**config.mk**
```make
export PLATFORM = sky130hd
export DESIGN_NAME = shift_chain_ctrl_flat
export DESIGN_NICKNAME = d
export VERILOG_FILES = /design/src/rtl/shift_chain_ctrl_if.sv /design/src/rtl/shift_chain_ctrl.sv /design/src/flat_wrapper.sv
export SDC_FILE = /design/constraint.sdc
export NUM_CORES = 1
export LEC_CHECK = 0
export CORE_MARGIN = 2
export CORE_UTILIZATION = 55
export DETAILED_ROUTE_END_ITERATION = 16
export GPL_TIMING_DRIVEN = 0
export PLACE_DENSITY = 0.79
export SLEW_MARGIN = 20
export SYNTH_ARGS = -nofsm -noshare
export SYNTH_HDL_FRONTEND = slang
export SYNTH_SLANG_ARGS = --single-unit
```
**constraint.sdc**
```tcl
create_clock -name sys_clock -period 3.7 [get_ports sys_clock]
set_input_delay 0.37 -clock sys_clock [delete_from_list [all_inputs] [get_ports sys_clock]]
set_output_delay 0.37 -clock sys_clock [all_outputs]
set_load 0.005 [all_outputs]
```
**src/rtl/shift_chain_ctrl_if.sv**
```systemverilog
`default_nettype none
// ============================================================================
// Module  : shift_chain_ctrl_if
// Brief   : Register-side bus of the shift-chain controller (write, start/irq, readback)
// Revision: 1.0 - initial release
// ============================================================================
interface shift_chain_ctrl_if #(
  parameter int WIDTH = 24
);
  logic             wr_en;
  logic [2:0]       wr_sel;
  logic [WIDTH-1:0] wr_data;
  logic             start;
  logic             busy;
  logic             done;
  logic             irq;
  logic             irq_clr;
  logic [2:0]       rd_sel;
  logic [WIDTH-1:0] rd_data;

  modport master (
    output wr_en, wr_sel, wr_data, start, irq_clr, rd_sel,
    input  busy, done, irq, rd_data
  );

  modport slave (
    input  wr_en, wr_sel, wr_data, start, irq_clr, rd_sel,
    output busy, done, irq, rd_data
  );
endinterface
`default_nettype wire

```
**src/rtl/shift_chain_ctrl.sv**
```systemverilog
`default_nettype none
// ============================================================================
// Module  : shift_chain_ctrl
// Brief   : Full-duplex controller for six output and six input shift chains
// Revision: 1.0 - initial release
// ============================================================================
module shift_chain_ctrl #(
  parameter int WIDTH   = 24,
  parameter int CLK_DIV = 4
) (
  input  logic              sys_clock,
  input  logic              resetn,
  shift_chain_ctrl_if.slave bus,
  output logic [5:0]        sh_dat,
  output logic              sh_clk,
  output logic              sh_stb,
  output logic              lm_ld,
  output logic              lm_ck,
  input  logic [5:0]        lm_d
);
  localparam int c_chains = 6;
  localparam int c_div_w  = $clog2(CLK_DIV + 1);
  localparam int c_bit_w  = $clog2(WIDTH + 1);
  localparam logic [c_div_w-1:0] c_div_last = c_div_w'(CLK_DIV - 1);
  localparam logic [c_div_w-1:0] c_div_one  = c_div_w'(1);
  localparam logic [c_bit_w-1:0] c_bit_last = c_bit_w'(WIDTH - 1);
  localparam logic [c_bit_w-1:0] c_bit_one  = c_bit_w'(1);
  localparam logic [2:0]         c_sel_max  = 3'd5;

  typedef enum logic [2:0] {
    S_IDLE   = 3'd0,
    S_LOAD   = 3'd1,
    S_SHIFT  = 3'd2,
    S_STROBE = 3'd3,
    S_DONE   = 3'd4
  } state_t;

  state_t               r_state, w_state_nxt;
  logic                 r_phase, w_phase_nxt;
  logic [c_div_w-1:0]   r_div, w_div_nxt;
  logic [c_bit_w-1:0]   r_bit, w_bit_nxt;
  logic                 w_div_end;
  logic                 w_load_tx, w_shift_tx, w_sample_rx, w_hold_ld;

  logic [WIDTH-1:0]     r_shadow [c_chains];
  logic [WIDTH-1:0]     r_tx     [c_chains];
  logic [WIDTH-1:0]     w_tx_nxt [c_chains];
  logic [WIDTH-1:0]     r_rx     [c_chains];
  logic [WIDTH-1:0]     r_hold   [c_chains];
  logic [5:0]           w_sh_dat_nxt;

  logic                 r_busy, r_done, r_irq;
  logic                 r_sh_clk, r_sh_stb, r_lm_ld;
  logic [5:0]           r_sh_dat;

  always_ff @(posedge sys_clock or negedge resetn) begin
    if (!resetn) begin
      r_state  <= S_IDLE;
      r_phase  <= 1'b0;
      r_div    <= '0;
      r_bit    <= '0;
      r_busy   <= 1'b0;
      r_done   <= 1'b0;
      r_irq    <= 1'b0;
      r_sh_clk <= 1'b0;
      r_sh_stb <= 1'b0;
      r_lm_ld  <= 1'b1;
      r_sh_dat <= '0;
    end else begin
      r_state  <= w_state_nxt;
      r_phase  <= w_phase_nxt;
      r_div    <= w_div_nxt;
      r_bit    <= w_bit_nxt;
      // Outputs are registered from the next-state decode so they align with the state
      r_busy   <= (w_state_nxt != S_IDLE);
      r_done   <= (w_state_nxt == S_DONE);
      r_sh_clk <= (w_state_nxt == S_SHIFT) && w_phase_nxt;
      r_sh_stb <= (w_state_nxt == S_STROBE);
      r_lm_ld  <= (w_state_nxt != S_LOAD);
      r_sh_dat <= w_sh_dat_nxt;
      if (r_state == S_DONE) begin
        r_irq <= 1'b1;
      end else if (bus.irq_clr) begin
        r_irq <= 1'b0;
      end
    end
  end

  always_comb begin
    w_state_nxt = r_state;
    w_phase_nxt = r_phase;
    w_div_nxt   = r_div;
    w_bit_nxt   = r_bit;
    w_load_tx   = 1'b0;
    w_shift_tx  = 1'b0;
    w_sample_rx = 1'b0;
    w_hold_ld   = 1'b0;
    w_div_end   = (r_div == '0);
    case (r_state)
      S_IDLE: begin
        if (bus.start) begin
          w_state_nxt = S_LOAD;
          w_div_nxt   = c_div_last;
        end
      end
      S_LOAD: begin
        w_load_tx = (r_div == c_div_last);
        if (w_div_end) begin
          w_state_nxt = S_SHIFT;
          w_phase_nxt = 1'b0;
          w_bit_nxt   = '0;
          w_div_nxt   = c_div_last;
        end else begin
          w_div_nxt = r_div - c_div_one;
        end
      end
      S_SHIFT: begin
        if (w_div_end) begin
          w_div_nxt = c_div_last;
          if (!r_phase) begin
            w_sample_rx = 1'b1;
            w_phase_nxt = 1'b1;
          end else begin
            w_shift_tx  = 1'b1;
            w_phase_nxt = 1'b0;
            if (r_bit == c_bit_last) begin
              w_state_nxt = S_STROBE;
            end else begin
              w_bit_nxt = r_bit + c_bit_one;
            end
          end
        end else begin
          w_div_nxt = r_div - c_div_one;
        end
      end
      S_STROBE: begin
        if (w_div_end) begin
          w_state_nxt = S_DONE;
        end else begin
          w_div_nxt = r_div - c_div_one;
        end
      end
      S_DONE: begin
        w_hold_ld   = 1'b1;
        w_state_nxt = S_IDLE;
      end
      default: w_state_nxt = S_IDLE;
    endcase

    for (int i = 0; i < c_chains; i++) begin
      if (w_load_tx) begin
        w_tx_nxt[i] = r_shadow[i];
      end else if (w_shift_tx) begin
        w_tx_nxt[i] = {r_tx[i][WIDTH-2:0], 1'b0};
      end else begin
        w_tx_nxt[i] = r_tx[i];
      end
      w_sh_dat_nxt[i] = (w_state_nxt == S_SHIFT) ? w_tx_nxt[i][WIDTH-1] : 1'b0;
    end
  end

  always_ff @(posedge sys_clock or negedge resetn) begin
    if (!resetn) begin
      for (int i = 0; i < c_chains; i++) begin
        r_shadow[i] <= '0;
        r_tx[i]     <= '0;
        r_rx[i]     <= '0;
        r_hold[i]   <= '0;
      end
    end else begin
      if (bus.wr_en && (bus.wr_sel <= c_sel_max)) begin
        r_shadow[bus.wr_sel] <= bus.wr_data;
      end
      for (int i = 0; i < c_chains; i++) begin
        r_tx[i] <= w_tx_nxt[i];
        if (w_sample_rx) begin
          r_rx[i] <= {r_rx[i][WIDTH-2:0], lm_d[i]};
        end
        if (w_hold_ld) begin
          r_hold[i] <= r_rx[i];
        end
      end
    end
  end

  assign bus.rd_data = (bus.rd_sel <= c_sel_max) ? r_hold[bus.rd_sel] : '0;
  assign bus.busy    = r_busy;
  assign bus.done    = r_done;
  assign bus.irq     = r_irq;
  assign sh_dat      = r_sh_dat;
  assign sh_clk      = r_sh_clk;
  assign lm_ck       = r_sh_clk;
  assign sh_stb      = r_sh_stb;
  assign lm_ld       = r_lm_ld;

endmodule
`default_nettype wire
```
**src/flat_wrapper.sv**
```systemverilog
// flat-port wrapper written by rule: the top's interface ports become plain ports
module shift_chain_ctrl_flat 
#(
  parameter int WIDTH   = 24,
  parameter int CLK_DIV = 4
)
  (sys_clock, resetn, sh_dat, sh_clk, sh_stb, lm_ld, lm_ck, lm_d, bus_wr_en, bus_wr_sel, bus_wr_data, bus_start, bus_irq_clr, bus_rd_sel, bus_busy, bus_done, bus_irq, bus_rd_data);
  shift_chain_ctrl_if #(.WIDTH(WIDTH)) bus_i ();
  input  logic sys_clock;
  input  logic resetn;
  output logic [5:0] sh_dat;
  output logic sh_clk;
  output logic sh_stb;
  output logic lm_ld;
  output logic lm_ck;
  input  logic [5:0] lm_d;
  input wire logic [$bits(bus_i.wr_en)-1:0] bus_wr_en;
  input wire logic [$bits(bus_i.wr_sel)-1:0] bus_wr_sel;
  input wire logic [$bits(bus_i.wr_data)-1:0] bus_wr_data;
  input wire logic [$bits(bus_i.start)-1:0] bus_start;
  input wire logic [$bits(bus_i.irq_clr)-1:0] bus_irq_clr;
  input wire logic [$bits(bus_i.rd_sel)-1:0] bus_rd_sel;
  output wire logic [$bits(bus_i.busy)-1:0] bus_busy;
  output wire logic [$bits(bus_i.done)-1:0] bus_done;
  output wire logic [$bits(bus_i.irq)-1:0] bus_irq;
  output wire logic [$bits(bus_i.rd_data)-1:0] bus_rd_data;
  assign bus_i.wr_en = bus_wr_en;
  assign bus_i.wr_sel = bus_wr_sel;
  assign bus_i.wr_data = bus_wr_data;
  assign bus_i.start = bus_start;
  assign bus_i.irq_clr = bus_irq_clr;
  assign bus_i.rd_sel = bus_rd_sel;
  assign bus_busy = bus_i.busy;
  assign bus_done = bus_i.done;
  assign bus_irq = bus_i.irq;
  assign bus_rd_data = bus_i.rd_data;
  shift_chain_ctrl #(.WIDTH(WIDTH), .CLK_DIV(CLK_DIV)) u_core (.sys_clock(sys_clock), .resetn(resetn), .bus(bus_i), .sh_dat(sh_dat), .sh_clk(sh_clk), .sh_stb(sh_stb), .lm_ld(lm_ld), .lm_ck(lm_ck), .lm_d(lm_d));
endmodule
```
# Word level (Yosys, flattened, before mapping)
# Index checks and enable logic that the tools add are counted.
[op_classes]
add_sub_neg = 2
order_cmp = 5
eq_ne = 16
muxes = 54
n_bitwise = 2
reduce_logical = 13
[op_table]
columns = ["operator", "count"]
rows = [
  ["24-bit 2-to-1 mux", 16],
  ["144-bit bitwise mux", 1],
  ["24-bit binary-select mux with 3-bit select", 1],
  ["24-bit demux with 3-bit select", 1],
  ["3-bit 2-to-1 mux", 9],
  ["5-bit 2-to-1 mux", 4],
  ["1-bit 2-to-1 mux", 18],
  ["3-bit by 2-bit == test with 1-bit output, second input constant", 5],
  ["3-bit one-hot mux with 4 select lines", 1],
  ["5-bit one-hot mux with 2 select lines", 1],
  ["3-bit one-hot mux with 3 select lines", 1],
  ["4-bit >= comparator, second input constant", 2],
  ["3-bit NOT with 4-bit output", 2],
  ["3-bit == test, second input constant", 2],
  ["3-bit less-or-equal comparator, second input constant", 2],
  ["3-bit logical NOT", 2],
  ["2-bit by 1-bit != test with 1-bit output, second input constant", 3],
  ["2-bit != test, second input constant", 3],
  ["2-bit nonzero test", 3],
  ["3-bit nonzero test", 2],
  ["5-bit by 1-bit adder with 5-bit output, second input constant", 1],
  ["5-bit == test, second input constant", 1],
  ["5-bit AND reduction", 1],
  ["4-bit by 1-bit < comparator with 1-bit output, second input constant", 1],
  ["other kinds (7)", 9],
]
[word_totals]
regBits = 600
input_bits = 41
out_inout_bits = 37
wordCells = 133

# Logic depth before layout (Yosys ltp)
[depth]
word_depth = 7
ltp_mapped = 12
mapped_depth_nobuf = 9

# Worst setup path after synthesis
# No wires, ideal clock.
[synth_timing]
path_type = "register to register"
from = "register u_core.r_div[0]"
to = "register u_core.r_rx[0] (netlist name)"
setup_time_ns = 0.127
arrival_ns = 1.962
t_required_ns = 3.573
setup_slack_ns = 1.610
path_stages_with_launch = 12
n_path_buf = 4
synth_period_minus_slack_ns = 2.090
path_cell_list = "dfrtp_1 > inv_1 > ha_1 > nand2b_1 > buf_2 > inv_1 > ha_1 > and2_1 > buf_4 > buf_8 > buf_8 > mux2_1"
[synth_between]
elab_chain_len = 3
[synth_lines]
columns = ["item", "line", "source"]
rows = [
  ["start: declaration", "shift_chain_ctrl.sv:40", "logic [c_div_w-1:0] r_div, w_div_nxt;"],
  ["start signal: assignment", "shift_chain_ctrl.sv:72", "r_div <= w_div_nxt;"],
  ["3-bit logical NOT", "shift_chain_ctrl.sv:98", "w_div_end = (r_div == '0);"],
  ["1-bit 2-to-1 mux", "shift_chain_ctrl.sv:118", "if (w_div_end) begin"],
  ["1-bit 2-to-1 mux", "shift_chain_ctrl.sv:99", "case (r_state)"],
  ["end signal: indexed assignment", "shift_chain_ctrl.sv:177", "r_rx[i] <= {r_rx[i][WIDTH-2:0], lm_d[i]};"],
  ["end: declaration", "shift_chain_ctrl.sv:48", "logic [WIDTH-1:0] r_rx [c_chains];"],
]
# Every way passes these cells.
# A chain may end at the register's enable or synchronous reset.

# Worst setup path in the final report
[layout_timing]
from = "register u_core.r_div[0]"
to = "register u_core.r_tx[53] (netlist name)"
[layout_between]
elab_chain_len = 4
elab_cells_between_ends = 7
classes_between = "eq/ne: 1; mux: 4; reduce/logical: 2"
[layout_lines]
columns = ["item", "line", "source"]
rows = [
  ["3-bit logical NOT", "shift_chain_ctrl.sv:98", ""],
  ["1-bit 2-to-1 mux", "shift_chain_ctrl.sv:118", ""],
  ["1-bit 2-to-1 mux", "shift_chain_ctrl.sv:99", ""],
  ["2-bit nonzero test (no line)", "--", ""],
  ["end signal: indexed assignment", "shift_chain_ctrl.sv:175", "r_tx[i] <= w_tx_nxt[i];"],
  ["end: declaration", "shift_chain_ctrl.sv:46", "logic [WIDTH-1:0] r_tx [c_chains];"],
]
# Parallel ways exist; a longest one is shown, timed or not.

==> implementation parameters <==
Parameter                              Value

Floorplanning
  Die Outline Area ... 47120 um2
  Number of I/O pins ... 78
  Initial Utilization ... 55.38%
  Number of placement rows ... 78
  Area inside the core boundary ... 45090 um2
  Height of the die ... 217.1 um
  Horiz. Die Dim ... 217.1 um

STA
  Min Tclk post-route ... 2.767 ns
  Final cycle utilization of the critical path ... 74.80%
  Setup total negative slack ... 0 ns
  Final max-slew violation count ... 0
  Measured slew at the worst slew-check pin ... 0.8576 ns
  Final setup fails ... 0
  Max Fclk ... 0.3613 GHz
  Clock skew after layout ... 0.02051 ns
  Hold violation count in the final report ... 0
  Setup repair after global routing missed its margin ... no
  Max transition margin ... 42.58%

Setup path
  Classification of the worst setup path ... reg2reg
  Crit. End Element ... flip-flop
  Max incr delay on CP ... 0.53 ns
  Data arrival time of the worst path ... 3.30 ns
  Critical path startpoint ... u_core.r_div[0]$_DFFE_PN0P_
  Family with the most delay on the worst path ... buffers and inverters
  CP Max Fanout ... 10
  Critical Path RT ... 4.24 ns
  Slowest cell on crit path ... clkbuf_1
  Worst-path cell chain ... inv_1 -> ha_1 -> nand2b_1 -> buf_2 -> inv_1 -> ha_1 -> nand2_1 -> buf_2 -> clkbuf_1 -> nand2_1 -> a31oi_1
  Number of buffer and inverter stages on the critical path ... 5
  Origin of the critical flop-to-flop path ... u_core.r_div[0]$_DFFE_PN0P_
  Startpoint Class ... flip-flop

CTS
  Maximum buffer depth of the clock tree ... 3
  TritonCTS clock tree ... yes
  Setup repair bufs after CTS ... 0
  Root Buffer Master ... clkbuf_16
  Total clock buffers created by CTS ... 60
  Total number of H-tree levels ... 2
  Clock transition at path regs ... 0.06 ns
  Worst-Skew Late Latency ... 0.63 ns
  Number of sinks on the clock net ... 600

Hold path
  Worst Hold Class ... in2async

Global routing
  Total overflow reported by the global router ... 0
  Vias in the first global route ... 16.57k
  Total routing resource utilization after global routing ... 23.75%
  First-pass GRT wire length ... 89030 um
  Antenna violations before repair ... 0
  Largest net degree at the start of global routing ... 107

Pwr
  Worst-case vdd ir drop ... 431.7 uV
  Final Total Pwr ... 18.05 mW
  Power per standard cell area ... 633.9 nW/um2
  Cell leakage power ... 13.46 nW

Finish
  Footprint of the flip-flops and latches ... 15020 um2
  Multi-input gate area in the final layout ... 8990 um2
  Diodes inserted ... 0
  Growth of design area from synthesis to finish ... 14.05%
  Net count reported at finish ... 2119
  Cell Count, Final, Fillers Out ... 2707
  Count of fill cells added during filler insertion ... 3337
  Share of final-layout standard cells stronger than drive strength 1 ... 28.48%

Logic synthesis
  Count of distinct cell types in the synthesized netlist ... 50
  Synthesis Warnings ... 0
  Register bit count reported by yosys ... 600
  Post-Synthesis Mean Instance Area ... 12.94 um2
  Synth Instances ... 1930
  Cell with the most instances after synthesis ... dfrtp_1
  Commonest cells in the netlist ... dfrtp_1, mux2_2, nand2_1, nor2_1, a31oi_1
  Area of the mapped netlist ... 24970 um2
  Most common flop cell mapped by yosys ... dfrtp_1
  Number of synthesized flops with an enable pin ... 0
  Post-Synthesis Net Count ... 1978
  Portion of the post-synthesis area used by sequential elements ... 60.13%
  Fraction of synthesis flops using an asynchronous set or reset pin ... 100.0%
  Top area cells in the synthesized netlist ... dfrtp_1, mux2_2, nand2_1
  Share of the synthesized area in the top cell type ... 60.03%
  Cell type with the highest aggregate area in the netlist ... dfrtp_1

Drt
  Via count ... 15.75k
  Drt via density ... 5.818
  Pre-Repair DR Iteration Count ... 5
  Post-detailed-routing wire length ... 54400 um
  Final routed wire length divided by cell count ... 20.10 um
  1st-iter DRT viols ... 1227
  DRC errors left ... 0
  DRT antenna net count ... 0

Outcome
  Status ... completed

Placement
  Number of input and output port buffers inserted ... 72
  Final RePlAce weighted congestion ... 0.8427
  DPL Wire Length ... 36420 um
  Number of instances in the placed design ... 2608

Job
  Max_cap viols ... 0
==> final timing paths <==
kind	slack (ns)	to	cells past startpoint
setup / recovery	0.93	u_core.r_tx[53]$_DFFE_PN0P_	11
hold reg to reg	0.48	u_core.r_tx[0]$_DFFE_PN0P_	2
max in group asynchronous	1.92	u_core.r_shadow[104]$_DFFE_PN0P_	5
min in group sys_clock	0.32	u_core.bus.irq$_DFFE_PN0P_	3
setup reg to reg	0.93	u_core.r_tx[53]$_DFFE_PN0P_	11
hold / removal	0.17	u_core.sh_stb$_DFF_PN0_	2
==> stage by stage <==
step | hold WS [ns] | worst slack (ns) | instance area (um2) | utilization (%)
2_1_floorplan | 0.07441 | 1.610 | 24970 | -
3_3_place_gp | 0.4549 | -23.20 | 26440 | 58.65
3_5_place_dp | 0.2052 | 1.019 | 26610 | 59.02
4_1_cts | 0.1465 | 0.9809 | 28480 | 63.16
5_1_grt | 0.1714 | 0.7650 | 28480 | 63.16
6_report | 0.1734 | 0.9325 | 28480 | 63.16
==> metal layers <==
layer	share of wire, %	vias up	global-route usage, %
met5	0	-	0
met4	2.7	0	7.900
met3	4.3	108	3.159
met2	50	427	39.90
met1	43	8226	32.22
li1	-	6987	-
==> flip-flops by register name (all words and copies together) (netlist names), 3 cells and up <==
register         flops
u_core.r_div         3
u_core.r_state       3
u_core.r_rx        144
u_core.r_bit         5
u_core.r_tx        144
u_core.r_shadow    144
u_core.r_hold      144
u_core.sh_dat        6
==> cells in the final DEF, fill, tap and decap left out, types with 9 or more instances in the layout <==
cell,Yosys,layout
a31oi_1,133,133
o22ai_1,25,25
nor2_1,153,153
clkbuf_16,0,60
mux2_1,60,60
nand2_1,281,281
clkdlybuf4s50_1,0,71
buf_8,8,9
clkbuf_8,0,11
dfrtp_1,599,599
buf_6,17,17
clkbuf_1,25,41
mux4_2,24,24
o21ai_0,9,9
buf_2,61,61
buf_4,17,17
mux2_2,374,374
nor2b_1,11,11
mux2i_1,25,25
inv_1,33,33
==> timing repair <==
action                    4_1_cts  5_1_grt
hold endpoints to repair      212        0
hold buffers                    1        0
gates resized for setup         0        0
==> kinds of logic (layout without fill, tap and decap cells) <==
family	after synthesis	after routing	synth area share (%)
adder cells (fa/ha/maj)	7	7	0.3507
buffers and inverters	162	339	3.868
multiplexers	483	483	22.74
AO/OA/AOI/OAI	188	188	4.775
AND/OR/NAND/NOR	488	488	8.067
XOR/XNOR	2	2	0.07016
flip-flops	600	600	60.13
==> layout make-up <==
class	instances	share of cell area, %
Multi-Input combinational cell	1168	31.57
Clock inverter	11	0.5052
Sequential cell	600	52.72
Clock buffer	87	6.014
Tap cell	600	2.636
Inverter	33	0.4349
Timing Repair Buffer	79	3.163
Buffer	129	2.957
==> report_power, final <==
part,switching (mW),internal [mW],total (mW),leakage (nW)
registers,0.796,7.94,8.73,7.71
logic,1.95,1.58,3.54,4.84
clock network,2.52,3.26,5.78,0.903
total,5.27,12.8,18.1,13.5
No activity file was read; power rests on OpenSTA's default activity.
